**config.mk**
```make
export PLATFORM = sky130hd
export DESIGN_NAME = param_shift_deser_reg
export DESIGN_NICKNAME = d
export VERILOG_FILES = /design/src/rtl/param_shift_deser_reg.sv
export SDC_FILE = /design/constraint.sdc
export NUM_CORES = 1
export LEC_CHECK = 0
export ABC_CLOCK_PERIOD_IN_PS = 4000
export BUFFER_PORTS_ARGS = -buffer_cell sky130_fd_sc_hd__buf_2
export CAP_MARGIN = 40
export CORE_MARGIN = 3
export CORE_UTILIZATION = 45
export DETAILED_ROUTE_END_ITERATION = 10
export GPL_TIMING_DRIVEN = 0
export HOLD_SLACK_MARGIN = 0.06
export MAX_ROUTING_LAYER = met4
export PLACE_DENSITY = 0.67
export SLEW_MARGIN = 20
export SYNTH_ARGS = -nofsm -noshare
export SYNTH_HDL_FRONTEND = slang
export SYNTH_SLANG_ARGS = --single-unit
```
**constraint.sdc**
```tcl
create_clock -name clk -period 4 [get_ports clk]
set_clock_uncertainty 0.1 [all_clocks]
set_input_delay 0.2 -clock clk [delete_from_list [all_inputs] [get_ports clk]]
set_output_delay 0.2 -clock clk [all_outputs]
set_load 0.05 [all_outputs]
```
**src/rtl/param_shift_deser_reg.sv**
```systemverilog
`default_nettype none
// ============================================================================
// Module   : param_shift_deser_reg
// Brief    : Serial-to-parallel receive register, MSB/LSB-first framing,
//            valid/ack output holding register with sticky overrun.
// Revision : 1.0 - initial release
// ============================================================================
module param_shift_deser_reg #(
    parameter int WIDTH = 4
) (
    input  logic             clk,
    input  logic             rst_n,
    input  logic             en_n,
    input  logic             ser_in,
    input  logic             direction,
    input  logic             par_ack,
    output logic [WIDTH-1:0] par_out,
    output logic             par_valid,
    output logic             busy,
    output logic             overrun
);

    localparam int CNT_W = $clog2(WIDTH + 1);
    localparam logic [CNT_W-1:0] LAST_CNT = CNT_W'(WIDTH - 1);

    typedef enum logic [0:0] {
        IDLE  = 1'b0,
        SHIFT = 1'b1
    } state_t;

    state_t           state_q, state_d;
    logic [WIDTH-1:0] shreg_q, shreg_d;
    logic [CNT_W-1:0] cnt_q, cnt_d;
    logic             dir_q, dir_d;
    logic [WIDTH-1:0] par_out_q, par_out_d;
    logic             par_valid_q, par_valid_d;
    logic             overrun_q, overrun_d;

    logic             frame_dir;
    logic [WIDTH-1:0] shifted;
    logic             complete;

    // The first bit of a frame uses the live direction input; later bits the latched one.
    assign frame_dir = (state_q == IDLE) ? direction : dir_q;

    generate
        if (WIDTH == 1) begin : g_width_one
            assign shifted = ser_in;
        end else begin : g_width_multi
            assign shifted = frame_dir ? {shreg_q[WIDTH-2:0], ser_in}
                                       : {ser_in, shreg_q[WIDTH-1:1]};
        end
    endgenerate

    always_comb begin
        state_d  = state_q;
        shreg_d  = shreg_q;
        cnt_d    = cnt_q;
        dir_d    = dir_q;
        complete = 1'b0;

        if (!en_n) begin
            shreg_d = shifted;
            case (state_q)
                IDLE: begin
                    dir_d = direction;
                    if (WIDTH == 1) begin
                        complete = 1'b1;
                        cnt_d    = '0;
                    end else begin
                        cnt_d   = CNT_W'(1);
                        state_d = SHIFT;
                    end
                end
                SHIFT: begin
                    if (cnt_q == LAST_CNT) begin
                        complete = 1'b1;
                        cnt_d    = '0;
                        state_d  = IDLE;
                    end else begin
                        cnt_d = cnt_q + CNT_W'(1);
                    end
                end
                default: begin
                    state_d = IDLE;
                    cnt_d   = '0;
                end
            endcase
        end
    end

    // Output holding register: an ack in the completion cycle frees the slot for the new word.
    always_comb begin
        par_out_d   = par_out_q;
        par_valid_d = par_valid_q;
        overrun_d   = overrun_q;

        if (complete) begin
            if (!par_valid_q || par_ack) begin
                par_out_d   = shifted;
                par_valid_d = 1'b1;
            end else begin
                overrun_d = 1'b1;
            end
        end else if (par_ack && par_valid_q) begin
            par_valid_d = 1'b0;
        end
    end

    always_ff @(posedge clk or negedge rst_n) begin
        if (!rst_n) begin
            state_q     <= IDLE;
            shreg_q     <= '0;
            cnt_q       <= '0;
            dir_q       <= 1'b0;
            par_out_q   <= '0;
            par_valid_q <= 1'b0;
            overrun_q   <= 1'b0;
        end else begin
            state_q     <= state_d;
            shreg_q     <= shreg_d;
            cnt_q       <= cnt_d;
            dir_q       <= dir_d;
            par_out_q   <= par_out_d;
            par_valid_q <= par_valid_d;
            overrun_q   <= overrun_d;
        end
    end

    assign par_out   = par_out_q;
    assign par_valid = par_valid_q;
    assign busy      = (state_q == SHIFT);
    assign overrun   = overrun_q;

endmodule
`default_nettype wire

```
==> impl_metrics.py, run 1 <==
metrics = {
    "logic_synthesis": {
        "synthCells": 47,
        "synth_nets": 54,
        "syn_area_per_cell_um2": 13.7,
        "synth_area_um2": 646,
        "ys_types": 16,
        "ys_seq_area_share_pct": 58.1,
        "yosys_warnings": 0,
        "ys_ff_latch": 15,
    },
    "global_route": {
        "antenna_found_initial": 0,
        "grt_max_degree": 16,
        "grt_pass1_wl_um": 1810,
        "grt.total_usage_pct": 13.3,
        "grt_pass1_vias": 423,
        "overflow": 0,
    },
    "sta": {
        "post-route-min-period_ns": 1.78,
        "period_share_pct": 44.6,
        "rsz0062_at_grt": "no",
        "worstMarginPinSlew_ns": 0.454,
        "relSlewSlack_pct": 68.8,
        "fin_tns_setup_ns": 0,
        "fin_worst_hold_slack_ns": 0.156,
        "fmax_mhz": 561,
        "setup_slack_ns": 2.22,
        "setup_viol": 0,
        "final-max-slew-violation-count": 0,
        "finalHoldViolations": 0,
    },
    "clocking": {
        "cts_max_path_buffers": 2,
        "htreeDepth": 1,
        "clock-sinks": 15,
        "cts.repair.resized": 0,
        "clk_latency_ns": 0.28,
        "cts_tree": "done",
        "cts_buffers": 3,
        "cts-hold-fix-buffers": 1,
        "cts-root-buf": "clkbuf_4",
        "cts_setup_buffers": 0,
        "clkSlewWorstSetupHoldPaths_ns": 0.08,
    },
    "routing": {
        "vias_per_cell": 5.05,
        "routedWlPerCell_um": 12.7,
        "drc": 0,
        "wl_um": 1000,
        "ant_nets": 0,
        "num_vias": 399,
        "drt_iter0_drc": 2,
        "drt_pass1_iterations": 2,
    },
    "power_and_ir_drop": {
        "pwr_density_cell_nw_per_um2": 866,
        "p_leak_uw": 0.000389,
        "peakVddDrop_mv": 0.452,
    },
    "worst_hold_path": {
        "min_path_type": "in2reg",
    },
    "place": {
        "place_ws_ns": 2.20,
        "place.gp.congestion": 0.757,
        "placed_cells": 74,
        "io_buffers": 12,
        "dp_hpwl_um": 712,
    },
    "final_layout": {
        "drive_gt1_share_pct": 48.4,
        "area_growth_syn_to_layout_pct": 18.0,
        "most-common-layout-cells": "dfrtp_1, mux2_2, buf_2",
        "fin_util_pct": 57.8,
        "instances_no_fill": 79,
        "final_nets": 72,
        "final_common_cell": "dfrtp_1",
        "nFillCells": 106,
        "antennaDiodeCount": 0,
    },
    "floorplanning": {
        "dieWidth_um": 43.9,
        "die_y_um": 43.9,
        "dieArea_um2": 1930,
        "io_pins": 13,
        "floorplan.rows": 13,
        "core-area_um2": 1320,
        "initial_core_util_pct": 49.0,
    },
    "critical_path": {
        "critPathLaunchType": "register",
        "end_kind": "register",
        "required_ns": 4.06,
        "cp.arrival_ns": 1.85,
        "crit_type": "reg2reg",
        "crit_path_max_fanout": 6,
    },
    "job": {
        "cap_viol_max_count": 0,
    },
    "outcome": {
        "status": "finished, final reports clean",
    },
}
layout make-up:
class / count / area (um2) / share of cell area (%)
inverter: 2 / 7.51 / 0.985
buffer: 1 / 3.75 / 0.493
clock buffer: 3 / 22.5 / 2.96
timing repair buffer: 13 / 70.1 / 9.20
tap: 15 / 18.8 / 2.46
clock inverter: 1 / 5.00 / 0.657
multi-input combinational: 29 / 259 / 34.0
sequential: 15 / 375 / 49.3
kinds of logic after synthesis:
family                   synth area share, %
flip-flops                              58.1
AND/OR/NAND/NOR                         7.75
adder cells (fa/ha/maj)                 1.94
buffers and inverters                   1.74
AO/OA/AOI/OAI                           4.65
multiplexers                            25.8
final timing paths:
path,from,end,slack [ns],cells after the start
min in group asynchronous,rst_n,par_out[2]$_DFFE_PN0P_,0.24,2
max reg2reg,busy$_DFFE_PN0N_,par_out[3]$_DFFE_PN0P_,2.22,3
min,par_ack,overrun$_DFFE_PN0P_,0.16,3
min reg2reg,overrun$_DFFE_PN0P_,overrun$_DFFE_PN0P_,0.35,1
max in group asynchronous,rst_n,overrun$_DFFE_PN0P_,3.30,2
max,busy$_DFFE_PN0N_,par_out[3]$_DFFE_PN0P_,2.22,3
cells in the mapped netlist:
master | n | share of area, %
or2_2 | 1 | 0.97
a21o_1 | 1 | 1.2
nand2_1 | 2 | 1.2
a21oi_1 | 1 | 0.77
and4bb_2 | 1 | 1.9
and2b_1 | 1 | 1.2
o21a_1 | 1 | 1.2
o21ai_0 | 2 | 1.6
nor2b_1 | 2 | 1.9
dfrtp_1 | 15 | 58
mux2_2 | 13 | 23
ha_1 | 1 | 1.9
inv_1 | 2 | 1.2
mux2i_1 | 2 | 3.1
clkbuf_1 | 1 | 0.58
nor2_1 | 1 | 0.58
state kept, by name, summed over array words and instances, names as in the netlist:
register	count
busy	1
shreg_q	4
cnt_q	3
par_out	4
par_valid	1
overrun	1
dir_q	1
power by group:
part | switching, uW | internal [uW]
Combinational | 192 | 126
Sequential | 37.5 | 219
Clock | 47.7 | 37.1
Total | 277 | 382
per-layer routing:
| layer | wire [um] | vias to the layer above | GRT usage [%] | share of wire (%) |
|---|---|---|---|---|
| met1 | 508 | 190 | 16.7 | 51 |
| met4 | 8 | 0 | 7.23 | 0.80 |
| met2 | 447 | 8 | 20.1 | 45 |
| met3 | 39 | 2 | 2.49 | 3.9 |
| li1 | - | 199 | - | - |
| met5 | 0 | - | - | 0 |
worst max-delay path, cell delays in order, from the launching register on:
cell	delay, ns
dfrtp_1	0.45
mux2i_1	0.46
mux2_2	0.41
mux2_2	0.26
through the flow:
stage | power [uW] | area (um2)
3_5_place_dp | 581 | 724
4_1_cts | 669 | 762
2_1_floorplan | 511 | 646
6_report | 660 | 762
3_3_place_gp | 575 | 724
5_1_grt | 710 | 762
Note: power is estimated with default switching activity, not from simulation.
==> run 2, diff against run 1 <==
--- a/config.mk
+++ b/config.mk
@@ -5,7 +5,8 @@
 export SDC_FILE = /design/constraint.sdc
 export NUM_CORES = 1
 export LEC_CHECK = 0
-export ABC_CLOCK_PERIOD_IN_PS = 4000
+export ABC_AREA = 1
+export ABC_CLOCK_PERIOD_IN_PS = 1470
 export BUFFER_PORTS_ARGS = -buffer_cell sky130_fd_sc_hd__buf_2
 export CAP_MARGIN = 40
 export CORE_MARGIN = 3
@@ -14,7 +15,7 @@
 export GPL_TIMING_DRIVEN = 0
 export HOLD_SLACK_MARGIN = 0.06
 export MAX_ROUTING_LAYER = met4
-export PLACE_DENSITY = 0.67
+export PLACE_DENSITY = 0.69
 export SLEW_MARGIN = 20
 export SYNTH_ARGS = -nofsm -noshare
 export SYNTH_HDL_FRONTEND = slang
==> constraint.sdc (replaced) <==
create_clock -name clk -period 1.47 [get_ports clk]
set_clock_uncertainty 0.1 [all_clocks]
set_input_delay 0.0735 -clock clk [delete_from_list [all_inputs] [get_ports clk]]
set_output_delay 0.0735 -clock clk [all_outputs]
set_load 0.05 [all_outputs]
==> run 2 against run 1 <==
Flip-flop and latch count unchanged. Count of clock-buffer cells in the layout is 1 higher. Register-to-register slack got worse by 2.0 ns. Largest power group unchanged. Routed wire length grew 33%. Critical endpoint is now par_out[0]$_DFFE_PN0P_. First-iteration DRC count grew to 11 times the previous value. Core utilization rose by 3.3 points. Cell count up 51%. Critical path type is now in2reg.
==> impl_metrics.py, run 2 <==
metrics = {
    "global_route": {
        "overflow": 0,
        "grt_max_degree": 16,
        "grt.total_usage_pct": 16.2,
        "grt_pass1_wl_um": 2280,
        "antenna_found_initial": 0,
        "grt_pass1_vias": 556,
    },
    "final_layout": {
        "seq_area_um2": 375,
        "nFillCells": 136,
        "drive_gt1_share_pct": 20.2,
        "final_common_cell": "nand2_1",
        "antennaDiodeCount": 0,
        "area_growth_syn_to_layout_pct": 19.9,
        "most-common-layout-cells": "nand2_1, dfrtp_1, buf_2",
        "final_nets": 112,
        "fin_area_um2": 846,
        "multi_input_area_um2": 280,
    },
    "clocking": {
        "cts_setup_buffers": 0,
        "clkSlewWorstSetupHoldPaths_ns": 0.09,
        "clock-sinks": 15,
        "clk_latency_ns": 0.28,
        "cts_tree": "done",
        "cts.repair.resized": 0,
        "cts_max_path_buffers": 2,
        "htreeDepth": 1,
        "cts_buffers": 3,
        "cts-root-buf": "clkbuf_4",
    },
    "critical_path": {
        "crit_path_max_fanout": 9,
        "crit_type": "in2reg",
        "cp.arrival_ns": 1.31,
        "critPathLaunchType": "input port",
        "end_kind": "register",
        "required_ns": 1.54,
    },
    "sta": {
        "worstMarginPinSlew_ns": 0.331,
        "post-route-min-period_ns": 1.24,
        "relSlewSlack_pct": 77.9,
        "fmax_mhz": 810,
        "fin_tns_setup_ns": 0,
        "rsz0062_at_grt": "no",
        "period_share_pct": 84.0,
        "finalHoldViolations": 0,
        "final-max-slew-violation-count": 0,
        "setup_viol": 0,
    },
    "floorplanning": {
        "die_y_um": 45.6,
        "floorplan.rows": 13,
        "io_pins": 13,
        "core-area_um2": 1380,
        "dieArea_um2": 2080,
        "initial_core_util_pct": 51.0,
        "dieWidth_um": 45.6,
    },
    "logic_synthesis": {
        "yosys.area.top_type": "dfrtp_1",
        "synth_edf_count": 0,
        "synthCells": 85,
        "ys_seq_area_share_pct": 53.2,
        "ys_async_sr_fraction_pct": 100,
        "synth.most_common_cell": "nand2_1",
        "synth_ff_type": "dfrtp_1",
        "synth_top_cell_area_share_pct": 53.2,
        "synth_area_um2": 706,
        "ys_ff_latch": 15,
        "syn_area_per_cell_um2": 8.30,
        "synth_nets": 92,
        "yosys_warnings": 0,
        "ys_types": 16,
        "synthTopCellsByArea": "dfrtp_1, nand2_1, nand3_1, inv_1, nor2_4",
        "synth.top_cells.by_count": "nand2_1, dfrtp_1, nand3_1, inv_1, a21oi_1",
    },
    "routing": {
        "ant_nets": 0,
        "num_vias": 583,
        "routedWlPerCell_um": 11.3,
        "drc": 0,
        "drt_pass1_iterations": 4,
        "drt_iter0_drc": 21,
        "vias_per_cell": 4.90,
        "wl_um": 1340,
    },
    "job": {
        "cap_viol_max_count": 0,
    },
    "power_and_ir_drop": {
        "p_total_uw": 1870,
        "p_leak_uw": 0.000472,
        "peakVddDrop_mv": 0.880,
        "pwr_density_cell_nw_per_um2": 2210,
    },
    "place": {
        "placed_area_um2": 779,
        "io_buffers": 11,
        "dp_hpwl_um": 961,
        "place.gp.congestion": 0.805,
    },
    "worst_hold_path": {
        "min_path_type": "in2async",
    },
    "outcome": {
        "status": "finished, final reports clean",
    },
}
run 2: changes by cell type in the layout (fill, tap and decap cells not counted), moves of 3 or more:
cell           change
nand2_1           +35
mux2_2            -13
nand3_1            +9
inv_1              +5
a21oi_1            +3
dlygate4sd3_1      +3
run 2: cells by family (layout without fill, tap and decap cells):
group                      after synthesis  count (layout)  share of synthesized area, %
AOI/OAI and AO/OA                        7               7                          5.85
adders and majority gates                1               1                          1.77
buffers and inverters                   10              29                          7.09
DFF                                     15              15                          53.2
and+or+nand+nor                         52              52                          32.1
run 2: what timing repair did:
action	CTS	global route
endpoints found under the setup margin	0	0
endpoints found under the hold margin	26	0
hold buffers	4	0
run 2: worst paths after layout:
kind,start,end,slack (ns),cells past startpoint
worst max-delay path,en_n,par_out[0]$_DFFE_PN0P_,0.23,8
worst min-delay path,rst_n,busy$_DFFE_PN0N_,0.11,2
worst max register to register,cnt_q[1]$_DFFE_PN0N_,par_out[0]$_DFFE_PN0P_,0.26,7
worst min register to register,overrun$_DFFE_PN0P_,overrun$_DFFE_PN0P_,0.38,1
max in group asynchronous,rst_n,shreg_q[0]$_DFFE_PN0N_,0.90,2
min in group clk,direction,dir_q$_DFFE_PN0N_,0.12,5
run 2: through the flow:
step	cells	hold WS (ns)	utilization [%]	worst slack [ns]
5_1_grt	119	0.135	61.2	0.0983
4_1_cts	119	0.117	61.2	0.246
3_5_place_dp	111	-0.103	56.4	0.261
6_report	119	0.112	61.2	0.235
2_1_floorplan	85	-0.322	-	0.0986
3_3_place_gp	111	-0.104	56.4	0.293
run 2: worst max-delay path, cell delays in order:
cell and delay [ns]:
dlygate4sd3_1 0.55, buf_6 0.15, inv_6 0.08, nand2_1 0.07, nor2_2 0.12, nand2_1 0.12
nand2_1 0.08, nand2_1 0.05
run 2: where the power goes:
| group | switching (uW) | total [uW] | internal, uW | leakage, uW |
|---|---|---|---|---|
| clock | 126 | 231 | 105 | 0.0000150 |
| sequential | 107 | 696 | 589 | 0.000189 |
| combinational | 675 | 941 | 266 | 0.000268 |
run 2: cell type report:
class	count	area share (%)
multi-input combinational	60	33.1
clock buffer	4	3.11
sequential	15	44.4
inverter	9	4.59
buffer	1	1.33
tap	15	2.22
timing repair buffer	15	11.2
run 2: routing by layer:
metal | GRT usage (%) | vias to the layer above | wire, um
met2 | 24.0 | 14 | 611
met3 | 7.11 | 0 | 67
met1 | 19.8 | 266 | 660
met5 | - | - | 0
li1 | - | 303 | -
met4 | 4.68 | 0 | 0
